### src/rtl/mips_multicycle_ctrl_pkg.sv
// mips_ctrl_pkg: ALUOp codes, opcode/funct values, mux select codes, FSM states and the decode dispatch helper
package mips_ctrl_pkg;
  localparam logic [2:0] ALU_AND = 3'd0, ALU_OR = 3'd1, ALU_ADD = 3'd2, ALU_SUB = 3'd3,
                         ALU_XOR = 3'd4, ALU_SLTU = 3'd5, ALU_SLT = 3'd6;
  localparam logic [5:0] OP_RTYPE = 6'h00, OP_J = 6'h02, OP_BEQ = 6'h04, OP_BNE = 6'h05,
                         OP_ADDI = 6'h08, OP_ADDIU = 6'h09, OP_SLTI = 6'h0A, OP_SLTIU = 6'h0B,
                         OP_ANDI = 6'h0C, OP_ORI = 6'h0D, OP_XORI = 6'h0E, OP_LW = 6'h23, OP_SW = 6'h2B;
  localparam logic [5:0] FN_ADD = 6'h20, FN_ADDU = 6'h21, FN_SUB = 6'h22, FN_SUBU = 6'h23,
                         FN_AND = 6'h24, FN_OR = 6'h25, FN_XOR = 6'h26, FN_SLT = 6'h2A, FN_SLTU = 6'h2B;
  localparam logic [1:0] SRCB_B = 2'd0, SRCB_4 = 2'd1, SRCB_IMM = 2'd2, SRCB_IMM_SH = 2'd3;
  localparam logic [1:0] PC_ALU = 2'd0, PC_ALUOUT = 2'd1, PC_JUMP = 2'd2;
  typedef enum logic [3:0] {
    FETCH, DECODE, MEMADR, MEMRD, MEMWB, MEMWR, RTEXEC, RWB, IEXEC, IWB, BRANCH, JUMP, ILLEGAL, HALT
  } state_t;
  function automatic state_t decode_target(input logic [5:0] op);
    case (op)
      OP_LW, OP_SW: return MEMADR;
      OP_RTYPE: return RTEXEC;
      OP_BEQ, OP_BNE: return BRANCH;
      OP_ADDI, OP_ADDIU, OP_ANDI, OP_ORI, OP_XORI, OP_SLTI, OP_SLTIU: return IEXEC;
      OP_J: return JUMP;
      default: return ILLEGAL;
    endcase
  endfunction
endpackage

### src/rtl/mips_multicycle_ctrl_if.sv
// mips_multicycle_ctrl_if: control bus; master = controller (opcode/funct/zero/mem_ready in, datapath/memory controls out), slave = datapath side
interface mips_multicycle_ctrl_if;
  logic [5:0] opcode, funct;
  logic zero, mem_ready;
  logic [2:0] alu_op;
  logic alu_src_a;
  logic [1:0] alu_src_b;
  logic ext_zero;
  logic [1:0] pc_src;
  logic pc_en, iord, mem_read, mem_write, ir_write, reg_dst, mem_to_reg, reg_write, illegal, halted;
  modport master (
    input opcode, funct, zero, mem_ready,
    output alu_op, alu_src_a, alu_src_b, ext_zero, pc_src, pc_en, iord, mem_read, mem_write,
           ir_write, reg_dst, mem_to_reg, reg_write, illegal, halted
  );
  modport slave (
    output opcode, funct, zero, mem_ready,
    input alu_op, alu_src_a, alu_src_b, ext_zero, pc_src, pc_en, iord, mem_read, mem_write,
          ir_write, reg_dst, mem_to_reg, reg_write, illegal, halted
  );
endinterface

### src/rtl/mips_multicycle_ctrl_alu_op_decode.sv
// alu_op_decode: state/opcode/funct in; alu_op, ext_zero and funct-valid flag out
module alu_op_decode import mips_ctrl_pkg::*; (
  input  state_t     state,
  input  logic [5:0] opcode,
  input  logic [5:0] funct,
  output logic [2:0] alu_op,
  output logic       ext_zero,
  output logic       valid
);
  logic [2:0] fn_op, im_op;
  logic fn_ok;
  always_comb begin
    fn_op = ALU_ADD;
    fn_ok = 1'b1;
    case (funct)
      FN_ADD, FN_ADDU: fn_op = ALU_ADD;
      FN_SUB, FN_SUBU: fn_op = ALU_SUB;
      FN_AND: fn_op = ALU_AND;
      FN_OR: fn_op = ALU_OR;
      FN_XOR: fn_op = ALU_XOR;
      FN_SLT: fn_op = ALU_SLT;
      FN_SLTU: fn_op = ALU_SLTU;
      default: fn_ok = 1'b0;
    endcase
    im_op = opcode == OP_ANDI ? ALU_AND : opcode == OP_ORI ? ALU_OR : opcode == OP_XORI ? ALU_XOR :
            opcode == OP_SLTI ? ALU_SLT : opcode == OP_SLTIU ? ALU_SLTU : ALU_ADD;
    alu_op = state == RTEXEC ? fn_op : state == IEXEC ? im_op : state == BRANCH ? ALU_SUB : ALU_ADD;
    ext_zero = (state inside {IEXEC, IWB}) && (opcode inside {OP_ANDI, OP_ORI, OP_XORI});
    valid = state != RTEXEC || fn_ok;
  end
endmodule

### src/rtl/mips_multicycle_ctrl.sv
// mips_multicycle_ctrl: multicycle MIPS control FSM; clk, rst_n (async active-low), bus (mips_multicycle_ctrl_if.master)
module mips_multicycle_ctrl import mips_ctrl_pkg::*; #(
  parameter bit RESET_ON_ILLEGAL = 1'b0
) (
  input logic clk,
  input logic rst_n,
  mips_multicycle_ctrl_if.master bus
);
  state_t state_q, state_d;
  logic rdy, valid, br_take, ext_zero;
  logic [2:0] alu_op;
  assign rdy = bus.mem_ready & rst_n;
  assign br_take = bus.opcode == OP_BNE ? ~bus.zero : bus.zero;
  alu_op_decode u_alu_op_decode (
    .state(state_q), .opcode(bus.opcode), .funct(bus.funct),
    .alu_op(alu_op), .ext_zero(ext_zero), .valid(valid)
  );
  always_comb begin
    state_d = state_q;
    case (state_q)
      FETCH: state_d = rdy ? DECODE : FETCH;
      DECODE: state_d = decode_target(bus.opcode);
      MEMADR: state_d = bus.opcode == OP_LW ? MEMRD : MEMWR;
      MEMRD: state_d = rdy ? MEMWB : MEMRD;
      MEMWR: state_d = rdy ? FETCH : MEMWR;
      RTEXEC: state_d = valid ? RWB : ILLEGAL;
      IEXEC: state_d = IWB;
      ILLEGAL: state_d = RESET_ON_ILLEGAL ? HALT : FETCH;
      HALT: state_d = HALT;
      default: state_d = FETCH;
    endcase
  end
  always_ff @(posedge clk or negedge rst_n)
    if (!rst_n) state_q <= FETCH;
    else state_q <= state_d;
  assign bus.alu_op = alu_op;
  assign bus.ext_zero = ext_zero;
  assign bus.alu_src_a = state_q inside {MEMADR, RTEXEC, IEXEC, BRANCH};
  assign bus.alu_src_b = (state_q == FETCH && rst_n) ? SRCB_4 : state_q == DECODE ? SRCB_IMM_SH :
                         (state_q inside {MEMADR, IEXEC}) ? SRCB_IMM : SRCB_B;
  assign bus.pc_src = state_q == BRANCH ? PC_ALUOUT : state_q == JUMP ? PC_JUMP : PC_ALU;
  assign bus.pc_en = (state_q == FETCH && rdy) || state_q == JUMP || (state_q == BRANCH && br_take);
  assign bus.iord = state_q inside {MEMRD, MEMWR};
  assign bus.mem_read = state_q inside {FETCH, MEMRD};
  assign bus.mem_write = state_q == MEMWR;
  assign bus.ir_write = state_q == FETCH && rdy;
  assign bus.reg_dst = state_q == RWB;
  assign bus.mem_to_reg = state_q == MEMWB;
  assign bus.reg_write = state_q inside {MEMWB, RWB, IWB};
  assign bus.illegal = state_q == ILLEGAL;
  assign bus.halted = state_q == HALT;
endmodule

### src/flat_wrapper.sv
// flat-port wrapper written by rule: the top's interface ports become plain ports
module mips_multicycle_ctrl_flat import mips_ctrl_pkg::*;
#(
  parameter bit RESET_ON_ILLEGAL = 1'b0
)
  (clk, rst_n, bus_opcode, bus_funct, bus_zero, bus_mem_ready, bus_alu_op, bus_alu_src_a, bus_alu_src_b, bus_ext_zero, bus_pc_src, bus_pc_en, bus_iord, bus_mem_read, bus_mem_write, bus_ir_write, bus_reg_dst, bus_mem_to_reg, bus_reg_write, bus_illegal, bus_halted);
  mips_multicycle_ctrl_if bus_i ();
  input logic clk;
  input logic rst_n;
  input wire logic [$bits(bus_i.opcode)-1:0] bus_opcode;
  input wire logic [$bits(bus_i.funct)-1:0] bus_funct;
  input wire logic [$bits(bus_i.zero)-1:0] bus_zero;
  input wire logic [$bits(bus_i.mem_ready)-1:0] bus_mem_ready;
  output wire logic [$bits(bus_i.alu_op)-1:0] bus_alu_op;
  output wire logic [$bits(bus_i.alu_src_a)-1:0] bus_alu_src_a;
  output wire logic [$bits(bus_i.alu_src_b)-1:0] bus_alu_src_b;
  output wire logic [$bits(bus_i.ext_zero)-1:0] bus_ext_zero;
  output wire logic [$bits(bus_i.pc_src)-1:0] bus_pc_src;
  output wire logic [$bits(bus_i.pc_en)-1:0] bus_pc_en;
  output wire logic [$bits(bus_i.iord)-1:0] bus_iord;
  output wire logic [$bits(bus_i.mem_read)-1:0] bus_mem_read;
  output wire logic [$bits(bus_i.mem_write)-1:0] bus_mem_write;
  output wire logic [$bits(bus_i.ir_write)-1:0] bus_ir_write;
  output wire logic [$bits(bus_i.reg_dst)-1:0] bus_reg_dst;
  output wire logic [$bits(bus_i.mem_to_reg)-1:0] bus_mem_to_reg;
  output wire logic [$bits(bus_i.reg_write)-1:0] bus_reg_write;
  output wire logic [$bits(bus_i.illegal)-1:0] bus_illegal;
  output wire logic [$bits(bus_i.halted)-1:0] bus_halted;
  assign bus_i.opcode = bus_opcode;
  assign bus_i.funct = bus_funct;
  assign bus_i.zero = bus_zero;
  assign bus_i.mem_ready = bus_mem_ready;
  assign bus_alu_op = bus_i.alu_op;
  assign bus_alu_src_a = bus_i.alu_src_a;
  assign bus_alu_src_b = bus_i.alu_src_b;
  assign bus_ext_zero = bus_i.ext_zero;
  assign bus_pc_src = bus_i.pc_src;
  assign bus_pc_en = bus_i.pc_en;
  assign bus_iord = bus_i.iord;
  assign bus_mem_read = bus_i.mem_read;
  assign bus_mem_write = bus_i.mem_write;
  assign bus_ir_write = bus_i.ir_write;
  assign bus_reg_dst = bus_i.reg_dst;
  assign bus_mem_to_reg = bus_i.mem_to_reg;
  assign bus_reg_write = bus_i.reg_write;
  assign bus_illegal = bus_i.illegal;
  assign bus_halted = bus_i.halted;
  mips_multicycle_ctrl #(.RESET_ON_ILLEGAL(RESET_ON_ILLEGAL)) u_core (.clk(clk), .rst_n(rst_n), .bus(bus_i));
endmodule
### config.mk
export PLATFORM = sky130hd
export DESIGN_NAME = mips_multicycle_ctrl_flat
export DESIGN_NICKNAME = d
export VERILOG_FILES = /design/src/rtl/mips_multicycle_ctrl_pkg.sv /design/src/rtl/mips_multicycle_ctrl_if.sv /design/src/rtl/mips_multicycle_ctrl_alu_op_decode.sv /design/src/rtl/mips_multicycle_ctrl.sv /design/src/flat_wrapper.sv
export SDC_FILE = /design/constraint.sdc
export NUM_CORES = 1
export LEC_CHECK = 0
export BUFFER_PORTS_ARGS = -buffer_cell sky130_fd_sc_hd__buf_4
export CORE_MARGIN = 4
export CORE_UTILIZATION = 42
export DETAILED_ROUTE_END_ITERATION = 10
export PLACE_DENSITY = 0.75
export SLEW_MARGIN = 20
export SYNTH_ARGS = -nofsm -noshare
export SYNTH_HDL_FRONTEND = slang
export SYNTH_HIERARCHICAL = 1
export SYNTH_SLANG_ARGS = --single-unit
### constraint.sdc
create_clock -name clk -period 1.9 [get_ports clk]
set_clock_uncertainty 0.2 [all_clocks]
set_input_delay 0.285 -clock clk [delete_from_list [all_inputs] [get_ports clk]]
set_output_delay 0.285 -clock clk [all_outputs]
set_load 0.005 [all_outputs]
After elaboration in Yosys (flattened, before gate mapping)

Memory sizes are Yosys's and may differ from the RTL's.
Cells that the tools add are included.

Flip-flop bits (word level): 4
Memory bits (read-only): 256
Bits of input ports: 16
Output and inout port bits: 19
Logic and storage cells: 73
Memories kept: 1

Memories:

| name             | words | width | read ports | clocked after memory_dff | write ports | RTL line                       | source |
|---|---|---|---|---|---|---|---|
| (name not given) | 64    | 4     | 1          | 0                        | 0           | mips_multicycle_ctrl_pkg.sv:16 | `case (op)` |

Equality and inequality tests: 30
Muxes and demuxes: 22
Bitwise gates (word level): 2
Reduce and logical (&&, ||, !) cells: 17

Operator list:

| kind                                                                    | number |
|---|---|
| 6-bit == test, second input constant                                    | 10 |
| 4-bit case mux with 8 select lines                                      | 1 |
| 6-bit by 4-bit == test with 1-bit output, second input constant         | 5 |
| 3-bit two-way mux                                                       | 10 |
| 4-bit == test, second input constant                                    | 6 |
| 3-bit case mux with 6 select lines                                      | 1 |
| 4-bit by 3-bit == test with 1-bit output, second input constant         | 4 |
| 2-bit two-way mux                                                       | 5 |
| 9-bit OR reduction                                                      | 1 |
| 4-bit by 2-bit == test with 1-bit output, second input constant         | 2 |
| 2-bit nonzero test                                                      | 4 |
| 6-bit by 3-bit == test with 1-bit output, second input constant         | 1 |
| 3-bit nonzero test                                                      | 2 |
| 4-bit by 1-bit == test with 1-bit output, second input constant         | 1 |
| 1-bit logical AND                                                       | 4 |
| 4-bit logical NOT                                                       | 1 |
| 1-bit two-way mux                                                       | 4 |
| 4-bit two-way mux                                                       | 1 |
| 4-bit by 3-bit inequality test with 1-bit output, second input constant | 1 |
| 4-bit nonzero test                                                      | 1 |
| 1-bit logical OR                                                        | 3 |
| 2-bit OR reduction                                                      | 1 |
| 1-bit bitwise AND                                                       | 1 |
| 1-bit NOT                                                               | 1 |

Depth between registers and ports, before layout

Gate-level depths: netlist (run 1).

Word-level depth: 8
Depth in mapped cells: 6
Gate-level depth less buffers: 6

Cells and area by module

The synthesis (run 1) kept the hierarchy.

Modules (own cells, without submodules):

| module               | times used | cells an instance | area an instance (um^2) | seq. area each (um^2) |
|---|---|---|---|---|
| mips_multicycle_ctrl | 1          | 88                | 573.0                   | 100.1 |
| alu_op_decode        | 1          | 31                | 224.0                   | 0.0 |

Worst setup path before layout (run 1)

OpenSTA, ideal clock, no wires.

Kind: register to output
Start point: register u_core.state_q[2]
End point: output bus_alu_op[0]
Arrival time: 1.508 ns
Data required time: 1.415 ns
Slack: -0.093 ns
Stages on the path, launching flop included: 5
Path buffers: 0
Cells stage by stage: dfrtp_1 > or4b_4 > nor4b_4 > a31oi_1 > a21oi_2

Longest elaborated chain between the ends: 4
Elaborated cells between the ends (all ways): 6
Those cells by class: eq/ne (3); mux (3)

Ends and longest elaborated chain:

| what                     | RTL line                                 | source |
|---|---|---|
| start: declaration       | mips_multicycle_ctrl.sv:9                | `state_t state_q, state_d;` |
| start signal: assignment | mips_multicycle_ctrl.sv:35               | `else state_q <= state_d;` |
| 4-bit == test            | mips_multicycle_ctrl_alu_op_decode.sv:27 | `alu_op = state == RTEXEC ? fn_op : state == IEXEC ? im_op : state == BRANCH ? ALU_SUB : ALU_ADD;` |
| 1-bit two-way mux        | mips_multicycle_ctrl_alu_op_decode.sv:27 |  |
| 3-bit two-way mux        | mips_multicycle_ctrl_alu_op_decode.sv:27 |  |
| 3-bit two-way mux *      | mips_multicycle_ctrl_alu_op_decode.sv:27 |  |
| end: declaration         | flat_wrapper.sv:14                       | `output wire logic [$bits(bus_i.alu_op)-1:0] bus_alu_op;` |

Every way passes the cells marked *; elsewhere a longest branch is shown, timed or not.

Final worst setup path (run 1)

Start point: register u_core.state_q[1]
End point: output bus_pc_en

Longest elaborated chain between the ends: 4
Elaborated cells between the ends (all ways): 7
Those cells by class: eq/ne (2); reduce/logical (5)

Ends and longest elaborated chain:

| what               | RTL line                   | source |
|---|---|---|
| 4-bit logical NOT  | mips_multicycle_ctrl.sv:42 | `assign bus.pc_en = (state_q == FETCH && rdy) \|\| state_q == JUMP \|\| (state_q == BRANCH && br_take);` |
| 1-bit logical AND  | mips_multicycle_ctrl.sv:42 |  |
| 1-bit logical OR   | mips_multicycle_ctrl.sv:42 |  |
| 1-bit logical OR * | mips_multicycle_ctrl.sv:42 |  |
| end: declaration   | flat_wrapper.sv:19         | `output wire logic [$bits(bus_i.pc_en)-1:0] bus_pc_en;` |

Marks and branches as above.

==> qor.yml, run 1 <==
crit_path_start_kind: "register"
worst_skew_pair.late_latency_ns: 0.24
port_buffers: 34
numClockSinks: 4
finalCritPeriodShare: 1.24
grt.overflow.total: 0
p_total_mw: 1.30
synth_top_family_by_area: "simple AND/OR/NAND/NOR gates"
drt_iter0_markers: 16
clkTransAtPathRegs_ns: 0.04
largest_register_ffs: 4
num_io_pins: 35
max_flop_register: "u_core/state_q"
dr.pass1.iters: 4
dp_hpwl_mm: 1.91
vdd_drop_max_mv: 0.806
finalHoldViolations: 0
max_freq_mhz: 425
synth_top_area_cell: "dfrtp_1"
final_common_cell: "buf_4"
crit_path_end_kind: "output port"
critical-path-slowest-cell: "or4_4"
syn-num-nets: 135
powerDensity_mw_per_mm2: 971
ys_async_sr_fraction: 1.00
layout-drive-gt1-share: 0.421
grt_max_degree: 23
yosysSeqAreaShare: 0.126
core_mm2: 0.00176
syn_avg_cell_area_um2: 6.70
synth_top_area_frac: 0.126
synth-seq-cells: 4
grt_util_all_layers: 0.204
synth_area_leaders: "dfrtp_1 (13%), nand2b_1 (8.6%), nor2_1 (7.5%)"
cts_inserted_buffers: 3
final_antenna_net_count: 0
synthAdderAreaFrac: 0
hold_path.class: "in -> reg"
crit_chain: "buf_4, buf_6, buf_6, or4_4, a21o_1, a31oi_1, buf_4"
slew_violations: 0
antenna_found_initial: 0
rsz0062_at_grt: "yes"
nNetsFinal: 189
synth_edf_count: 0
placed_cells: 184
largestRegisters: "u_core/state_q: 4 flops"
synthCells: 119
r2r_cells: 7
drc: 0
setup_violations: 11
clk_path_buf_depth: 2
dieArea_mm2: 0.00266
multi_input_area_um2: 729
ys.warnings.count: 6
nFillCells: 145
min_period_ns: 2.36
most-common-layout-cells: "buf_4 (47), nor2_1 (16), nand2_1 (11)"
register_area_um2: 100
num_rows: 15
worst_pin_slew_ns: 0.510
die_h_um: 51.6
synth.distinct_cells: 42
slowest_delay_ns: 0.42
outcome: "finished, violations left"
num_vias: 1082
grt_pass1_wl_mm: 4.20
start_util: 0.452
cts_htree_levels: 1
violations: "setup timing"
syn2layout_area_growth_pct: 68.3
syn_area_um2: 797
yosys.area_share.simple: 0.512
cts_tree: "done"
muxShareOfSynthArea: 0.0392
worstHoldPathCells: 3
p_leak_nw: 0.574
antenna_cells: 0
relSlewSlack: 0.657
gp_congestion: 0.814
clockRootBuffer: "clkbuf_4"
pre_cts_slack_ns: -0.165
final.setup.worst_slack_ns: -0.455
fin_cells: 196
cp.arrival_ns: 1.87
synth_compound_area_frac: 0.237
routed_wirelength_mm: 2.79
viasPerCell: 5.52
critical_path_class: "reg -> out"
die_w_um: 51.6
cap_violations: 0
synthXorXnorAreaFrac: 0.0440
fin_tns_setup_ns: -2.19
wl_per_cell_um: 14.2
critPathMaxFanout: 3
worstPathRequired_ns: 1.41
grt_pass1_vias: 996
synth_ff_type: "dfrtp_1"
stage by stage:
stage | hold slack [ns] | cell area (µm²) | utilization
3_3_place_gp | -0.0146 | 1150 | 0.652
4_1_cts | 0.209 | 1260 | 0.716
5_1_grt | 0.235 | 1340 | 0.760
6_report | 0.231 | 1340 | 0.760
2_1_floorplan | -0.211 | 807 | -
3_5_place_dp | -0.0129 | 1150 | 0.652
repair_timing:
action | 4_1_cts | 5_1_grt
setup endpoints to repair | 9 | 15
buffers inserted | 7 | 1
pin swaps | 4 | 6
endpoints found under the hold margin | 4 | 0
resized for setup | 6 | 14
hold buffers | 1 | 0
gates cloned | 0 | 0
critical path: cells and delay by family (launching register included):
family | cells | cell delay (ns)
AOI/OAI and AO/OA | 2 | 0.35
DFF | 1 | 0.36
buffers and inverters | 4 | 0.50
and+or+nand+nor | 1 | 0.42
cells in the mapped netlist (all sizes together) (2+ instances only):
cell type / n
a21oi: 11
a31oi: 3
buf: 4
clkbuf: 2
dfrtp: 4
inv: 2
mux2i: 2
nand2: 12
nand2b: 11
nand3: 4
nor2: 16
nor2b: 7
nor3: 7
nor4b: 3
o21ai: 4
or4: 2
xnor2: 2
xor2: 2
cell families after synthesis:
family,after synthesis
AND/OR/NAND/NOR,71
multiplexers,3
AO/OA/AOI/OAI,29
flip-flops,4
buffers and inverters,8
XOR/XNOR,4
layout make-up:
class,instances,share of cell area
Sequential cell,4,0.0746
Multi-Input combinational cell,107,0.544
Inverter,2,0.00560
Clock buffer,3,0.0168
Timing Repair Buffer,55,0.336
Tap cell,25,0.0233
power breakdown:
part | leakage [nW] | internal, mW | switching, mW
clock | 0.0138 | 0.0710 | 0.0400
combinational | 0.509 | 0.549 | 0.502
sequential | 0.0521 | 0.116 | 0.0240
per-layer routing:
metal	global-route usage	wire length [µm]	part of all wire
met1	0.235	1180	0.42
met2	0.371	1370	0.49
met3	0.0516	187	0.067
met4	0.0568	45	0.016
met5	0	0	0
path summary, 6_finish.rpt:
| check | to | startpoint | slack (ns) |
|---|---|---|---|
| min reg2reg | u_core/state_q[2]$_DFF_PN0_ | u_core/state_q[0]$_DFF_PN0_ | 0.59 |
| max | bus_pc_en | u_core/state_q[1]$_DFF_PN0_ | -0.46 |
| max in group asynchronous | u_core/state_q[3]$_DFF_PN0_ | rst_n | 1.01 |
| min in group asynchronous | u_core/state_q[1]$_DFF_PN0_ | rst_n | 0.32 |
| max reg2reg | u_core/state_q[2]$_DFF_PN0_ | u_core/state_q[1]$_DFF_PN0_ | 0.05 |
| min | u_core/state_q[3]$_DFF_PN0_ | bus_opcode[1] | 0.23 |
No activity file was read; power rests on OpenSTA's default activity.
==> run 2: changes to the inputs <==
Settings changed: CORE_UTILIZATION 42 to 47, PLACE_DENSITY 0.75 to 0.79.
Clock period 1.9 ns to 2.2 ns, I/O delays scaled along.
==> run 2 against run 1 <==
  * The run still ends with setup timing left
  * Global-route usage up 2.3 points
  * Die area down 9.0%
  * Setup slack better by 0.31 ns
  * Non-clock buffer count down 10
  * Final cell count down 9.7%
  * Register-to-register slack better by 0.30 ns
  * Critical path type unchanged
  * Critical endpoint is now bus_alu_op[0]
  * Largest cell class unchanged
  * Largest power group unchanged
==> qor.yml, run 2 (synthesized netlist as in run 1, its figures left out) <==
outcome: "finished, violations left"
violations: "setup timing"
fin_tns_setup_ns: -0.259
worstReg2RegEnd: "u_core/state_q[0]$_DFF_PN0_"
finalHoldViolations: 0
grt_pass1_wl_mm: 4.49
core_mm2: 0.00156
cts_htree_levels: 1
critical_path_class: "reg -> out"
finalCritPeriodShare: 1.07
nNetsFinal: 179
relSlewSlack: 0.784
largest_register_ffs: 4
dr.pass1.iters: 5
most-common-layout-cells: "buf_4 (44), nor2_1 (15), nand2_1 (12)"
crit_chain: "or4b_4, nor4b_4, a31oi_1, a21oi_2, buf_4"
num_rows: 14
antenna_cells: 0
slew_violations: 0
drt_iter0_markers: 55
worst_pin_slew_ns: 0.322
clkTransAtPathRegs_ns: 0.04
critical-path-slowest-cell: "or4b_4"
hold_path.startpoint: "bus_opcode[4]"
antenna_found_initial: 0
worstHoldPathCells: 2
regToRegSetupSlack_ns: 0.35
largestRegisters: "u_core/state_q: 4 flops"
cap_violations: 0
final_cell_area_mm2: 0.00117
gp_congestion: 0.840
p_leak_nw: 0.507
syn2layout_area_growth_pct: 46.9
min_to: "u_core/state_q[1]$_DFF_PN0_"
die_w_um: 49.2
postPlaceCellArea_mm2: 0.00109
slowest_delay_ns: 0.55
clockRootBuffer: "clkbuf_4"
min_period_ns: 2.34
worstPathRequired_ns: 1.67
dieArea_mm2: 0.00242
critPathMaxFanout: 3
crit_path_end_kind: "output port"
final_common_cell: "buf_4"
max_freq_mhz: 427
num_io_pins: 35
cts_inserted_buffers: 3
grt_pass1_vias: 1062
r2r_cells: 7
drc: 0
routed_wirelength_mm: 2.74
critPathBufInv: 1
max_flop_register: "u_core/state_q"
cp_top_family: "simple AND/OR/NAND/NOR gates"
numClockSinks: 4
port_buffers: 34
hold_path.class: "in -> reg"
worst_skew_pair.late_latency_ns: 0.24
powerDensity_mw_per_mm2: 813
start_util: 0.511
rsz0062_at_grt: "yes"
layout-drive-gt1-share: 0.342
cp.arrival_ns: 1.81
final.setup.worst_slack_ns: -0.143
crit_path_start_kind: "register"
dp_hpwl_mm: 1.88
final_antenna_net_count: 0
die_h_um: 49.2
wl_per_cell_um: 15.5
grt.overflow.total: 0
viasPerCell: 6.20
grt_max_degree: 23
vdd_drop_max_mv: 0.567
grt_util_all_layers: 0.227
num_vias: 1097
cts_tree: "done"
r2r_start: "u_core/state_q[1]$_DFF_PN0_"
setup_violations: 4
clk_path_buf_depth: 2
run 2: per-layer routing:
layer	part of all wire	global-route usage
met1	0.40	0.238
met2	0.48	0.431
met3	0.080	0.0306
met4	0.039	0.118
met5	0	0
run 2: stage by stage:
step	hold WS [ns]	util	power, mW	std cells	worst slack, ns
2_1_floorplan	-0.166	-	0.536	119	0.162
3_3_place_gp	-0.0596	0.700	0.782	169	0.0558
3_5_place_dp	-0.0598	0.700	0.794	169	0.0179
4_1_cts	0.189	0.740	0.933	175	-0.150
5_1_grt	0.196	0.751	1.03	177	-0.184
6_report	0.195	0.751	0.953	177	-0.143
run 2: where the power goes:
group          internal, mW  switching [mW]  leakage [nW]
clock                0.0613          0.0334        0.0138
combinational         0.362           0.372         0.441
sequential           0.0998          0.0242        0.0521
run 2: worst max-delay path by stage:
stage	from	to	slack [ns]	cells past startpoint
6_report	u_core/state_q[2]$_DFF_PN0_	bus_alu_op[0]	-0.14	5
5_1_grt	u_core/state_q[2]$_DFF_PN0_	bus_alu_op[0]	-0.18	5
4_1_cts	u_core/state_q[2]$_DFF_PN0_	bus_alu_op[0]	-0.15	5
3_5_place_dp	bus_opcode[5]	bus_alu_op[0]	0.02	6
3_3_place_gp	bus_opcode[5]	bus_alu_op[0]	0.06	6
2_1_floorplan	u_core/state_q[2]$_DFF_PN0_	bus_alu_op[0]	0.16	4
run 2: repair_timing:
item	in CTS	in global routing
hold buffers	1	0
setup buffers	2	3
gates resized for setup	4	1
pin swaps	6	3
endpoints found under the setup margin	4	6
hold endpoints to repair	4	0
run 2: final cells by class:
class	count	area, µm²
Multi-Input combinational cell	107	681
Inverter	2	7.51
Sequential cell	4	100
Tap cell	16	20.0
Fill cell	130	388
Clock buffer	3	22.5
Timing Repair Buffer	45	340
